**config.mk**
```make
export PLATFORM = sky130hd
export DESIGN_NAME = ex_stage
export DESIGN_NICKNAME = d
export VERILOG_FILES = /design/src/rtl/ex_stage.sv
export SDC_FILE = /design/constraint.sdc
export NUM_CORES = 1
export LEC_CHECK = 0
export ABC_CLOCK_PERIOD_IN_PS = 7500
export CAP_MARGIN = 20
export CORE_MARGIN = 3
export CORE_UTILIZATION = 47
export CTS_BUF_LIST = sky130_fd_sc_hd__clkbuf_4 sky130_fd_sc_hd__clkbuf_8
export CTS_CLUSTER_DIAMETER = 120
export DETAILED_ROUTE_END_ITERATION = 10
export DONT_BUFFER_PORTS = 1
export PLACE_DENSITY = 0.65
export SLEW_MARGIN = 20
export SYNTH_ARGS = -nofsm -noshare
export SYNTH_HDL_FRONTEND = slang
export SYNTH_SLANG_ARGS = --single-unit
```
**constraint.sdc**
```tcl
create_clock -name clk -period 7.5 [get_ports clk]
set_input_delay 1.125 -clock clk [delete_from_list [all_inputs] [get_ports clk]]
set_output_delay 1.125 -clock clk [all_outputs]
set_load 0.03 [all_outputs]
```
**src/rtl/ex_stage.sv**
```systemverilog
// Execute stage: ALU, branch-target add and zero flag, registered into EX_MEM,
// plus a SIZE-cycle shift-add multiplier that stalls decode via id_ready.
module ex_stage #(
    parameter int unsigned SIZE = 32
) (
    input  logic                                 clk,
    input  logic                                 rst,
    input  logic [$clog2(SIZE)+4*SIZE+10-1:0]    ID_EX,
    input  logic                                 id_valid,
    output logic                                 id_ready,
    output logic [$clog2(SIZE)+3*SIZE+6-1:0]     EX_MEM,
    output logic                                 ex_valid,
    input  logic                                 mem_ready
);

    localparam int unsigned RW      = $clog2(SIZE);
    localparam int unsigned IW      = RW + 4*SIZE + 10;
    localparam int unsigned EW      = RW + 3*SIZE + 6;
    localparam int unsigned IMM_LSB = 10;
    localparam int unsigned RD2_LSB = 10 + SIZE;
    localparam int unsigned RD1_LSB = 10 + 2*SIZE;
    localparam int unsigned PC4_LSB = 10 + 3*SIZE;
    localparam int unsigned WR_LSB  = 10 + 4*SIZE;
    localparam int unsigned C_BRANCH   = 7;
    localparam int unsigned C_MEMREAD  = 6;
    localparam int unsigned C_MEMTOREG = 5;
    localparam int unsigned C_MEMWRITE = 2;
    localparam int unsigned C_ALUSRC   = 1;
    localparam int unsigned C_REGWRITE = 0;

    typedef enum logic [1:0] {
        S_IDLE = 2'd0,
        S_MUL  = 2'd1,
        S_DONE = 2'd2
    } state_e;

    state_e            state_q, state_d;
    logic [RW-1:0]     cnt_q, cnt_d;
    logic [SIZE-1:0]   acc_q, acc_d;
    logic [IW-1:0]     id_q, id_d;
    logic [EW-1:0]     ex_mem_q, ex_mem_d;
    logic              ex_valid_q, ex_valid_d;

    // Incoming instruction fields
    logic [SIZE-1:0]   in_rd1, in_rd2, in_imm, in_opb, alu_res;
    logic [1:0]        in_aluop;
    logic [5:0]        in_funct;
    logic [4:0]        in_shamt;
    logic              in_is_mult;

    assign in_rd1     = ID_EX[RD1_LSB +: SIZE];
    assign in_rd2     = ID_EX[RD2_LSB +: SIZE];
    assign in_imm     = ID_EX[IMM_LSB +: SIZE];
    assign in_opb     = ID_EX[C_ALUSRC] ? in_imm : in_rd2;
    assign in_aluop   = ID_EX[4:3];
    assign in_funct   = in_imm[5:0];
    assign in_shamt   = in_imm[10:6];
    assign in_is_mult = (in_aluop == 2'b10) && (in_funct == 6'h18);

    // Single-cycle ALU; mult is produced by the sequential multiplier instead
    always_comb begin
        alu_res = '0;
        case (in_aluop)
            2'b00: alu_res = in_rd1 + in_opb;
            2'b01: alu_res = in_rd1 - in_opb;
            2'b11: alu_res = in_rd1 | in_opb;
            default: begin
                case (in_funct)
                    6'h20:   alu_res = in_rd1 + in_opb;
                    6'h22:   alu_res = in_rd1 - in_opb;
                    6'h24:   alu_res = in_rd1 & in_opb;
                    6'h25:   alu_res = in_rd1 | in_opb;
                    6'h27:   alu_res = ~(in_rd1 | in_opb);
                    6'h2A:   alu_res = SIZE'($signed(in_rd1) < $signed(in_opb));
                    6'h00:   alu_res = in_rd2 << in_shamt;
                    default: alu_res = '0;
                endcase
            end
        endcase
    end

    logic [SIZE-1:0]   mul_mcand, mul_mplier;
    assign mul_mcand  = id_q[RD1_LSB +: SIZE];
    assign mul_mplier = id_q[C_ALUSRC] ? id_q[IMM_LSB +: SIZE] : id_q[RD2_LSB +: SIZE];

    // EX_MEM image built from the live bundle, or from the latched one when a mult retires
    logic [IW-1:0]     out_bus;
    logic [SIZE-1:0]   out_res, out_bt;
    logic [EW-1:0]     out_word;
    logic              unused_bits;

    assign out_bus  = (state_q == S_DONE) ? id_q : ID_EX;
    assign out_res  = (state_q == S_DONE) ? acc_q : alu_res;
    assign out_bt   = out_bus[PC4_LSB +: SIZE] + (out_bus[IMM_LSB +: SIZE] << 2);
    assign out_word = {out_bus[WR_LSB +: RW], out_bt, out_res, out_bus[RD2_LSB +: SIZE],
                       (out_res == '0), out_bus[C_BRANCH], out_bus[C_MEMREAD],
                       out_bus[C_MEMTOREG], out_bus[C_MEMWRITE], out_bus[C_REGWRITE]};
    assign unused_bits = ^{out_bus[RD1_LSB +: SIZE], out_bus[9:8], out_bus[4:3], out_bus[C_ALUSRC]};

    logic slot_free;
    assign slot_free = !ex_valid_q || mem_ready;

    always_ff @(posedge clk) begin
        if (rst) begin
            state_q    <= S_IDLE;
            cnt_q      <= '0;
            acc_q      <= '0;
            id_q       <= '0;
            ex_mem_q   <= '0;
            ex_valid_q <= 1'b0;
        end else begin
            state_q    <= state_d;
            cnt_q      <= cnt_d;
            acc_q      <= acc_d;
            id_q       <= id_d;
            ex_mem_q   <= ex_mem_d;
            ex_valid_q <= ex_valid_d;
        end
    end

    always_comb begin
        state_d    = state_q;
        cnt_d      = cnt_q;
        acc_d      = acc_q;
        id_d       = id_q;
        ex_mem_d   = ex_mem_q;
        ex_valid_d = ex_valid_q;
        id_ready   = 1'b0;
        // A consumed (or empty) slot goes invalid unless refilled below
        if (slot_free) begin
            ex_valid_d = 1'b0;
        end
        case (state_q)
            S_IDLE: begin
                id_ready = slot_free;
                if (id_valid && slot_free) begin
                    if (in_is_mult) begin
                        id_d    = ID_EX;
                        acc_d   = '0;
                        cnt_d   = '0;
                        state_d = S_MUL;
                    end else begin
                        ex_mem_d   = out_word;
                        ex_valid_d = 1'b1;
                    end
                end
            end
            S_MUL: begin
                if (mul_mcand[cnt_q]) begin
                    acc_d = acc_q + (mul_mplier << cnt_q);
                end
                cnt_d = cnt_q + 1'b1;
                if (cnt_q == RW'(SIZE - 1)) begin
                    state_d = S_DONE;
                end
            end
            S_DONE: begin
                if (slot_free) begin
                    ex_mem_d   = out_word;
                    ex_valid_d = 1'b1;
                    state_d    = S_IDLE;
                end
            end
            default: state_d = S_IDLE;
        endcase
    end

    assign EX_MEM   = ex_mem_q;
    assign ex_valid = ex_valid_q;

endmodule

```
# Word-level counts from Yosys, hierarchy flattened
# Cells that the tools add are included.
word_totals:
  register_bits: 290
  output_inout_bits: 109
  word_cells: 82
classes:
  add_sub_neg: 5
  magnitude_cmp: 2
  eq_ne: 19
  shifts: 2
  n_mux: 30
  bitwise_logic: 3
  reduce_logical: 15
op_table:
  columns: ["operator", "n"]
  rows:
  - ["two-way mux 107 bit", 3]
  - ["case mux 32 bit (7 select lines)", 1]
  - ["case mux 107 bit (2 select lines)", 1]
  - ["two-way mux 32 bit", 6]
  - ["two-way mux 143 bit", 1]
  - ["adder 32 bit", 3]
  - ["case mux 32 bit (3 select lines)", 1]
  - ["case mux 32 bit (2 select lines)", 1]
  - ["left shift 32 x 5 -> 32 bit", 2]
  - ["== test 6 bit (second input constant)", 6]
  - ["AND 32 bit", 1]
  - ["zero test 32 bit", 1]
  - ["less-than comparator 32 bit", 1]
  - ["inverter 32 bit", 1]
  - ["bitwise OR 32 bit", 1]
  - ["subtractor 32 bit", 1]
  - ["inequality test 2 bit (second input constant)", 6]
  - ["AND reduction 4 bit", 3]
  - ["two-way mux 5 bit", 2]
  - ["case mux 5 bit (2 select lines)", 1]
  - ["two-way mux 2 bit", 4]
  - ["== test 2 bit (second input constant)", 3]
  - ["== test 6 x 5 -> 1 bit (second input constant)", 1]
  - ["zero test 6 bit", 1]
  - ["14 further kinds", 24]

# Depth between registers and ports, before layout
# Gate-level depths: netlist (run 1).
logic_depth:
  word_depth: 10
  ltp_mapped: 23

# Worst setup path after synthesis (run 1)
# OpenSTA, ideal clock, no wires.
synth_timing:
  kind: "input-to-reg"
  start: "in ID_EX[10]"
  end: "reg ex_mem_q[5] (netlist: EX_MEM[5])"
  setup_ns: 0.084
  arrival_time_ns: 5.342
  t_required_ns: 7.416
  setup_slack_ns: 2.073
  path_stages: 21
  path_buffers: 4
  cell_sequence: "buf_2 -> buf_1 -> clkbuf_1 -> buf_1 -> mux2i_1 -> inv_1 -> ha_1 -> inv_1 -> fa_1 -> nand2b_1 -> a211oi_2 -> o211a_1 -> o211ai_1 -> nand2_1 -> a211o_1 -> o21ai_2 -> mux2_4 -> o32a_1 -> a211oi_2 -> nand4_1 -> o31ai_2"
synth_between:
  elab_chain_len: 10
  elab_cells_between_ends: 26
synth_rtl:
  columns: ["element", "line_no", "source"]
  rows:
  - ["start: declaration", "8", "input logic [$clog2(SIZE)+4*SIZE+10-1:0] ID_EX,"]
  - ["parallel branches: the longest is 10 deep, another holds subtractor 32 bit", null, null]
  - ["end signal: assignment", "116", "ex_mem_q <= ex_mem_d;"]
  - ["end: declaration", "41", "logic [EW-1:0] ex_mem_q, ex_mem_d;"]
# Several ways; the timed one is not identified. The select of a mux whose other input is x is not followed.
# A chain may end at the register's enable or synchronous reset.

# Final worst setup path (run 1)
layout_timing:
  start: "reg cnt_q[0]"
  end: "reg acc_q[25]"
layout_between:
  elab_chain_len: 4
  elab_cells_between_ends: 8
layout_rtl:
  columns: ["element", "line_no", "source"]
  rows:
  - ["start: declaration", "38", "logic [RW-1:0] cnt_q, cnt_d;"]
  - ["start signal: assignment", "113", "cnt_q <= cnt_d;"]
  - ["left shift 32 x 5 -> 32 bit / binary-select mux 1 bit (select 5 bit) (equally long branches)", "150, 149", null]
  - ["adder 32 bit / two-way mux 1 bit (equally long branches)", "150, 149", null]
  - ["two-way mux 32 bit / inequality test 2 bit (equally long branches)", null, null]
  - ["case mux 32 bit (2 select lines) / AND reduction 4 bit (equally long branches)", null, null]
  - ["end signal: assignment", "107", "acc_q <= '0;"]
  - ["end signal: assignment", "114", "acc_q <= acc_d;"]
  - ["end: declaration", "39", "logic [SIZE-1:0] acc_q, acc_d;"]
# Parallel ways exist; a longest one is shown, timed or not. The select of a mux whose other input is x is not followed.

==> results of run 1 <==
==> cell families after synthesis <==
| logic type | Yosys count | synth area share [%] |
|---|---|---|
| DFF | 286 | 22.6 |
| buffers and inverters | 384 | 6.12 |
| xor gates and xnor gates | 107 | 3.70 |
| and+or+nand+nor | 1383 | 23.1 |
| AOI/OAI and AO/OA | 972 | 25.6 |
| muxes | 182 | 10.4 |
| adders and majority gates | 169 | 8.48 |
==> final cells by class <==
| cell class | count | share of cell area (%) |
|---|---|---|
| Antenna cell | 3 | 0.0283 |
| Clock buffer | 76 | 3.71 |
| Clock inverter | 15 | 0.373 |
| Inverter | 128 | 1.81 |
| Multi-Input combinational cell | 2813 | 68.3 |
| Sequential cell | 286 | 21.6 |
| Tap cell | 688 | 3.25 |
| Timing Repair Buffer | 32 | 0.954 |
==> flip-flops by register name (all words and copies together) (netlist names) <==
register,flops
acc_q,32
state_q,2
ex_valid,1
cnt_q,5
id_q,139
EX_MEM,107
==> through the flow <==
step | cells | hold WS, ns
2_1_floorplan | 3483 | 0.429
6_report | 4041 | 0.450
3_5_place_dp | 3947 | 0.440
5_1_grt | 4039 | 0.471
4_1_cts | 4038 | 0.448
3_3_place_gp | 3947 | 0.436
==> power groups by stage <==
stage / Clock, mW / Sequential [mW] / Combinational [mW]
final: 1.56 / 1.71 / 1.14
after global routing: 1.65 / 1.72 / 1.22
after CTS: 1.59 / 1.72 / 1.11
after floorplan: 0 / 1.73 / 0.848
after detailed placement: 0 / 1.75 / 1.10
after global placement: 0 / 1.75 / 1.09
==> path summary, 6_finish.rpt <==
check                                           start                endpoint  slack [ns]  depth (start not counted)
worst min register to register  id_q[98]$_SDFFE_PP0P_   id_q[98]$_SDFFE_PP0P_        0.45                          2
worst min-delay path            id_q[98]$_SDFFE_PP0P_   id_q[98]$_SDFFE_PP0P_        0.45                          2
worst max-delay path            cnt_q[0]$_SDFFE_PP0P_  acc_q[25]$_SDFFE_PP0P_        1.72                         20
worst max register to register  cnt_q[0]$_SDFFE_PP0P_  acc_q[25]$_SDFFE_PP0P_        1.72                         20
==> cell usage after synthesis, types with 56 or more instances <==
| cell type | count |
|---|---|
| a22oi_1 | 56 |
| nand2_1 | 781 |
| mux4_2 | 62 |
| clkbuf_1 | 193 |
| ha_1 | 165 |
| mux2i_1 | 98 |
| nor3_1 | 59 |
| a21oi_1 | 364 |
| nor2_1 | 316 |
| xnor2_1 | 89 |
| inv_1 | 125 |
| dfxtp_1 | 286 |
| o21ai_0 | 98 |
==> metal layers <==
metal,track usage [%],wire (um)
met1,49.1,44000
met3,11.3,13400
met4,15.6,5340
met5,0,0
met2,55.6,47100
==> worst max-delay path: stages (launching register included) <==
cell and delay (ns):
dfxtp_2 0.98, buf_4 0.48, mux4_2 0.59, nand2_1 0.10, nand2_1 0.05, o21ai_0 0.24
nor2_1 0.07, nor2_1 0.19, nor2_1 0.14, ha_1 0.38, a21o_1 0.19, a21o_1 0.17
a21oi_1 0.20, nand3b_1 0.13, o211ai_1 0.33, a21boi_0 0.18, o21ai_0 0.34, a21boi_0 0.15
o21a_1 0.19, or3_1 0.30, a32o_1 0.24
==> results.cfg, run 1 <==
[grt]
grt_max_degree = 283
grt_first_pass_wirelength_um = 158000
grt-ovfl-total = 0
first_global_vias = 24176
antenna_found_initial = 5
grt_usage_pct = 36.9

[worst_setup_path]
path_class = reg2reg
worstPathRequired_ns = 8.06
cp-start-kind = register
crit_path_end_kind = register
cp_data_arrival_time_ns = 6.34
cp_max_fo = 26

[clocking]
cts_tree = built
postCtsSetupBuffers = 0
path_clk_slew_ns = 0.06
cts_resized = 0
clockBufferDepth = 3
clk_latency_ns = 0.67
cts_made_buffers = 51
htree_levels = 2
holdBufCountCts = 0
numClockSinks = 286
cts_root_buf = clkbuf_8

[floorplan]
fp.dieW_um = 238
die_area_mm2 = 0.0567
boundaryPins = 256
die_h_um = 238
core_mm2 = 0.0529
rows = 84
start_util_pct = 47.9

[cells_and_area]
regArea_mm2 = 0.00573
multiInputGateArea_mm2 = 0.0181
mostFrequentLayoutCells = nand2_1 (780), a21oi_1 (364), nor2_1 (315)
fin_nets = 3628
final_util_pct = 50.1
layout-drive-gt1-share_pct = 8.09
area_growth_pct = 4.70
fillers = 5325
fin_area_mm2 = 0.0265
mostFrequentLayoutCell = nand2_1

[status]
outcome = complete, no violations

[placed_design]
postPlaceCellArea_mm2 = 0.0254
place.gp.congestion = 1.01
hpwl_um = 82800
dp_slack_ns = 1.69
port_buffers = 0

[power_and_ir_drop]
leakagePower_nw = 10.7
total_power_mw = 4.42
p_per_area_mw_per_mm2 = 167
p_clk_share_pct = 35.4
p_int_mw = 2.83
p_sw_mw = 1.59
ir_worst_vdd_uv = 174
pwr-share-comb_pct = 25.8
p_seq_share_pct = 38.8
swShare_pct = 35.9

[routing]
drtPass1Iterations = 8
drcViolationCount = 0
ant_nets = 0
avgRoutedWirePerCell_um = 27.2
viasPerCell = 6.53
drtIter0Drc = 3028
via_count = 26378
wl_um = 110000

[synth]
postSynthCellCount = 3483
synth_edf_count = 0
yosys.area.top_type = dfxtp_1
synth_seq_cells = 286
syn_avg_cell_area_um2 = 7.26
synth_top_area_share_pct = 22.6
ys_async_sr_fraction_pct = 0
synth_top_flop_cell = dfxtp_1
syn_nets = 3799
synth_area_leaders = dfxtp_1 (23%), nand2_1 (12%), ha_1 (8.2%)
ys_warn_count = 0
synth_seq_area_share_pct = 22.6
syn-cell-area_mm2 = 0.0253
yosysUniqueCellTypes = 101

[sta]
report.final.slew_viol_count = 0
setup_viol = 0
fmaxAchievable_ghz = 0.173
final.setup.worst_slack_ns = 1.72
finalHoldViolations = 0
fin_tns_setup_ns = 0
grt_setup_unrepaired = no
post-route-period-util_pct = 77.0
slew_headroom_pct = 22.6
period_minus_slack_ns = 5.78
finalClockSkew_ns = 0.0424
worst_pin_slew_ns = 1.15

[worst_hold_path]
hold_path.class = reg2reg

[flow_run]
maxCapViolations = 0
Note: power is estimated with default switching activity, not from simulation.
==> inputs of run 2 (changes only) <==
Settings changed: ABC_CLOCK_PERIOD_IN_PS 7500 to 5750.
Clock period 7.5 ns to 5.75 ns, I/O delays scaled along.
==> run 2 against run 1 <==
  * Sequential power is 31% higher
  * Global-route usage is 0.41 points higher
  * Non-clock buffer count grew 31
  * Combinational power is 32% higher
  * Total power rose by 37%
  * Die area unchanged
  * Core utilization is 0.79 points higher
  * Maximum frequency grew 8.4%
  * First-iteration DRC count grew 6.1%
  * Hold slack worse by 0.19 ns
  * Critical endpoint is now acc_q[30]$_SDFFE_PP0P_
  * Largest power group is now the clock network
==> results.cfg, run 2 (synthesis gave the netlist of run 1 again) <==
[power_and_ir_drop]
total_power_mw = 6.05
leakagePower_nw = 11.0
p_per_area_mw_per_mm2 = 225
ir_worst_vdd_uv = 213

[cells_and_area]
largest_reg_flops = 139
fin_nets = 3660
mostFrequentLayoutCell = nand2_1
regArea_mm2 = 0.00573
fin_area_mm2 = 0.0269
layout-drive-gt1-share_pct = 9.04
stdcell_count = 4076
area_growth_pct = 6.34
largest-register = id_q
mostFrequentLayoutCells = nand2_1 (781), a21oi_1 (364), nor2_1 (315)
multiInputGateArea_mm2 = 0.0181
fillers = 5315

[clocking]
clockBufferDepth = 3
cts_root_buf = clkbuf_8
cts_tree = built
postCtsSetupBuffers = 0
cts_made_buffers = 52
holdBufCountCts = 0
clk_latency_ns = 0.69
path_clk_slew_ns = 0.07
cts_resized = 0
numClockSinks = 286
htree_levels = 2

[floorplan]
die_h_um = 238
rows = 84
start_util_pct = 47.9
fp.dieW_um = 238
core_mm2 = 0.0529
boundaryPins = 256
die_area_mm2 = 0.0567

[worst_setup_path]
worstReg2RegEnd = acc_q[30]$_SDFFE_PP0P_
cp_max_fo = 21
cp_cell_sequence = buf_4 -> mux4_2 -> nand2_1 -> nand2_1 -> o21ai_0 -> o21ai_0 -> nor2b_1 -> ha_1 -> a21o_1 -> o311a_1 -> o41ai_2 -> a21oi_1 -> a31o_1 -> a21o_1 -> a21oi_1 -> xnor2_1 -> a22o_1
worstPathRequired_ns = 6.32
reg2reg_depth = 17
cp_data_arrival_time_ns = 5.90
slowest_delay_ns = 0.72
r2r_slack_ns = 0.42
path_class = reg2reg
slowest_stage = dfxtp_2
cp-start-kind = register
crit_path_end_kind = register
r2r-start = cnt_q[0]$_SDFFE_PP0P_

[routing]
wl_um = 111000
avgRoutedWirePerCell_um = 27.1
via_count = 26629
viasPerCell = 6.53
ant_nets = 0
drtPass1Iterations = 6
drcViolationCount = 0
drtIter0Drc = 3214

[worst_hold_path]
hold_end = EX_MEM[42]$_SDFFE_PP0P_
worst_hold_startpoint = rst
hold_path.class = in2reg
holdPathStages = 1

[sta]
worst_pin_slew_ns = 1.13
setup_viol = 0
fmaxAchievable_ghz = 0.188
fin_tns_setup_ns = 0
finalHoldViolations = 0
finalClockSkew_ns = 0.0630
report.final.slew_viol_count = 0
slew_headroom_pct = 24.7
post-route-period-util_pct = 92.7
hold_ws_ns = 0.262
grt_setup_unrepaired = no
period_minus_slack_ns = 5.33

[placed_design]
port_buffers = 0
hpwl_um = 84500
dp.cells = 3978
postPlaceCellArea_mm2 = 0.0257
place.gp.congestion = 1.02

[grt]
grt_first_pass_wirelength_um = 161000
first_global_vias = 24579
antenna_found_initial = 5
grt_max_degree = 283
grt_usage_pct = 37.3
grt-ovfl-total = 0

[status]
outcome = complete, no violations

[flow_run]
maxCapViolations = 0
==> run 2: layout make-up <==
type	instances	area share (%)
Timing Repair Buffer	63	1.90
Clock buffer	80	3.72
Antenna cell	2	0.0186
Inverter	128	1.79
Clock inverter	16	0.897
Sequential cell	286	21.3
Multi-Input combinational cell	2813	67.2
Tap cell	688	3.20
==> run 2: metrics by stage <==
stage / setup slack [ns] / utilization, %
2_1_floorplan: 0.359 / -
3_3_place_gp: 0.624 / 48.5
3_5_place_dp: 0.496 / 48.5
4_1_cts: 0.470 / 50.9
5_1_grt: 0.0367 / 50.9
6_report: 0.417 / 50.9
==> run 2: power by group <==
group	internal [mW]	switching (mW)
combinational	0.554	0.958
clock	1.35	0.954
sequential	2.05	0.185
total	3.95	2.10
==> run 2: worst max path at each step <==
stage / from / to / slack [ns] / depth (start not counted)
final: cnt_q[0]$_SDFFE_PP0P_ / acc_q[30]$_SDFFE_PP0P_ / 0.42 / 17
after global routing: cnt_q[0]$_SDFFE_PP0P_ / acc_q[30]$_SDFFE_PP0P_ / 0.04 / 18
after CTS: cnt_q[0]$_SDFFE_PP0P_ / acc_q[30]$_SDFFE_PP0P_ / 0.47 / 18
after detailed placement: cnt_q[0]$_SDFFE_PP0P_ / acc_q[30]$_SDFFE_PP0P_ / 0.50 / 18
after global placement: cnt_q[0]$_SDFFE_PP0P_ / acc_q[30]$_SDFFE_PP0P_ / 0.62 / 18
after floorplan: cnt_q[0]$_SDFFE_PP0P_ / acc_q[30]$_SDFFE_PP0P_ / 0.36 / 22
==> run 2: critical path, delay by kind of cell (launching register included) <==
| kind | cells | cell delay (ns) |
|---|---|---|
| compound gates | 10 | 2.63 |
| xor+xnor | 1 | 0.08 |
| fa+ha+maj | 1 | 0.36 |
| buf+inv | 1 | 0.43 |
| flops | 1 | 0.72 |
| mux | 1 | 0.59 |
| simple gates | 3 | 0.39 |
==> run 2: layer usage <==
| metal | part of all wire [%] | vias to the layer above | GRT usage, % |
|---|---|---|---|
| met4 | 5.2 | 6 | 17.0 |
| met5 | 0.14 | - | 1.68 |
| met3 | 11 | 262 | 9.86 |
| met2 | 42 | 1464 | 55.8 |
| met1 | 41 | 12777 | 50.3 |
| li1 | - | 12120 | - |
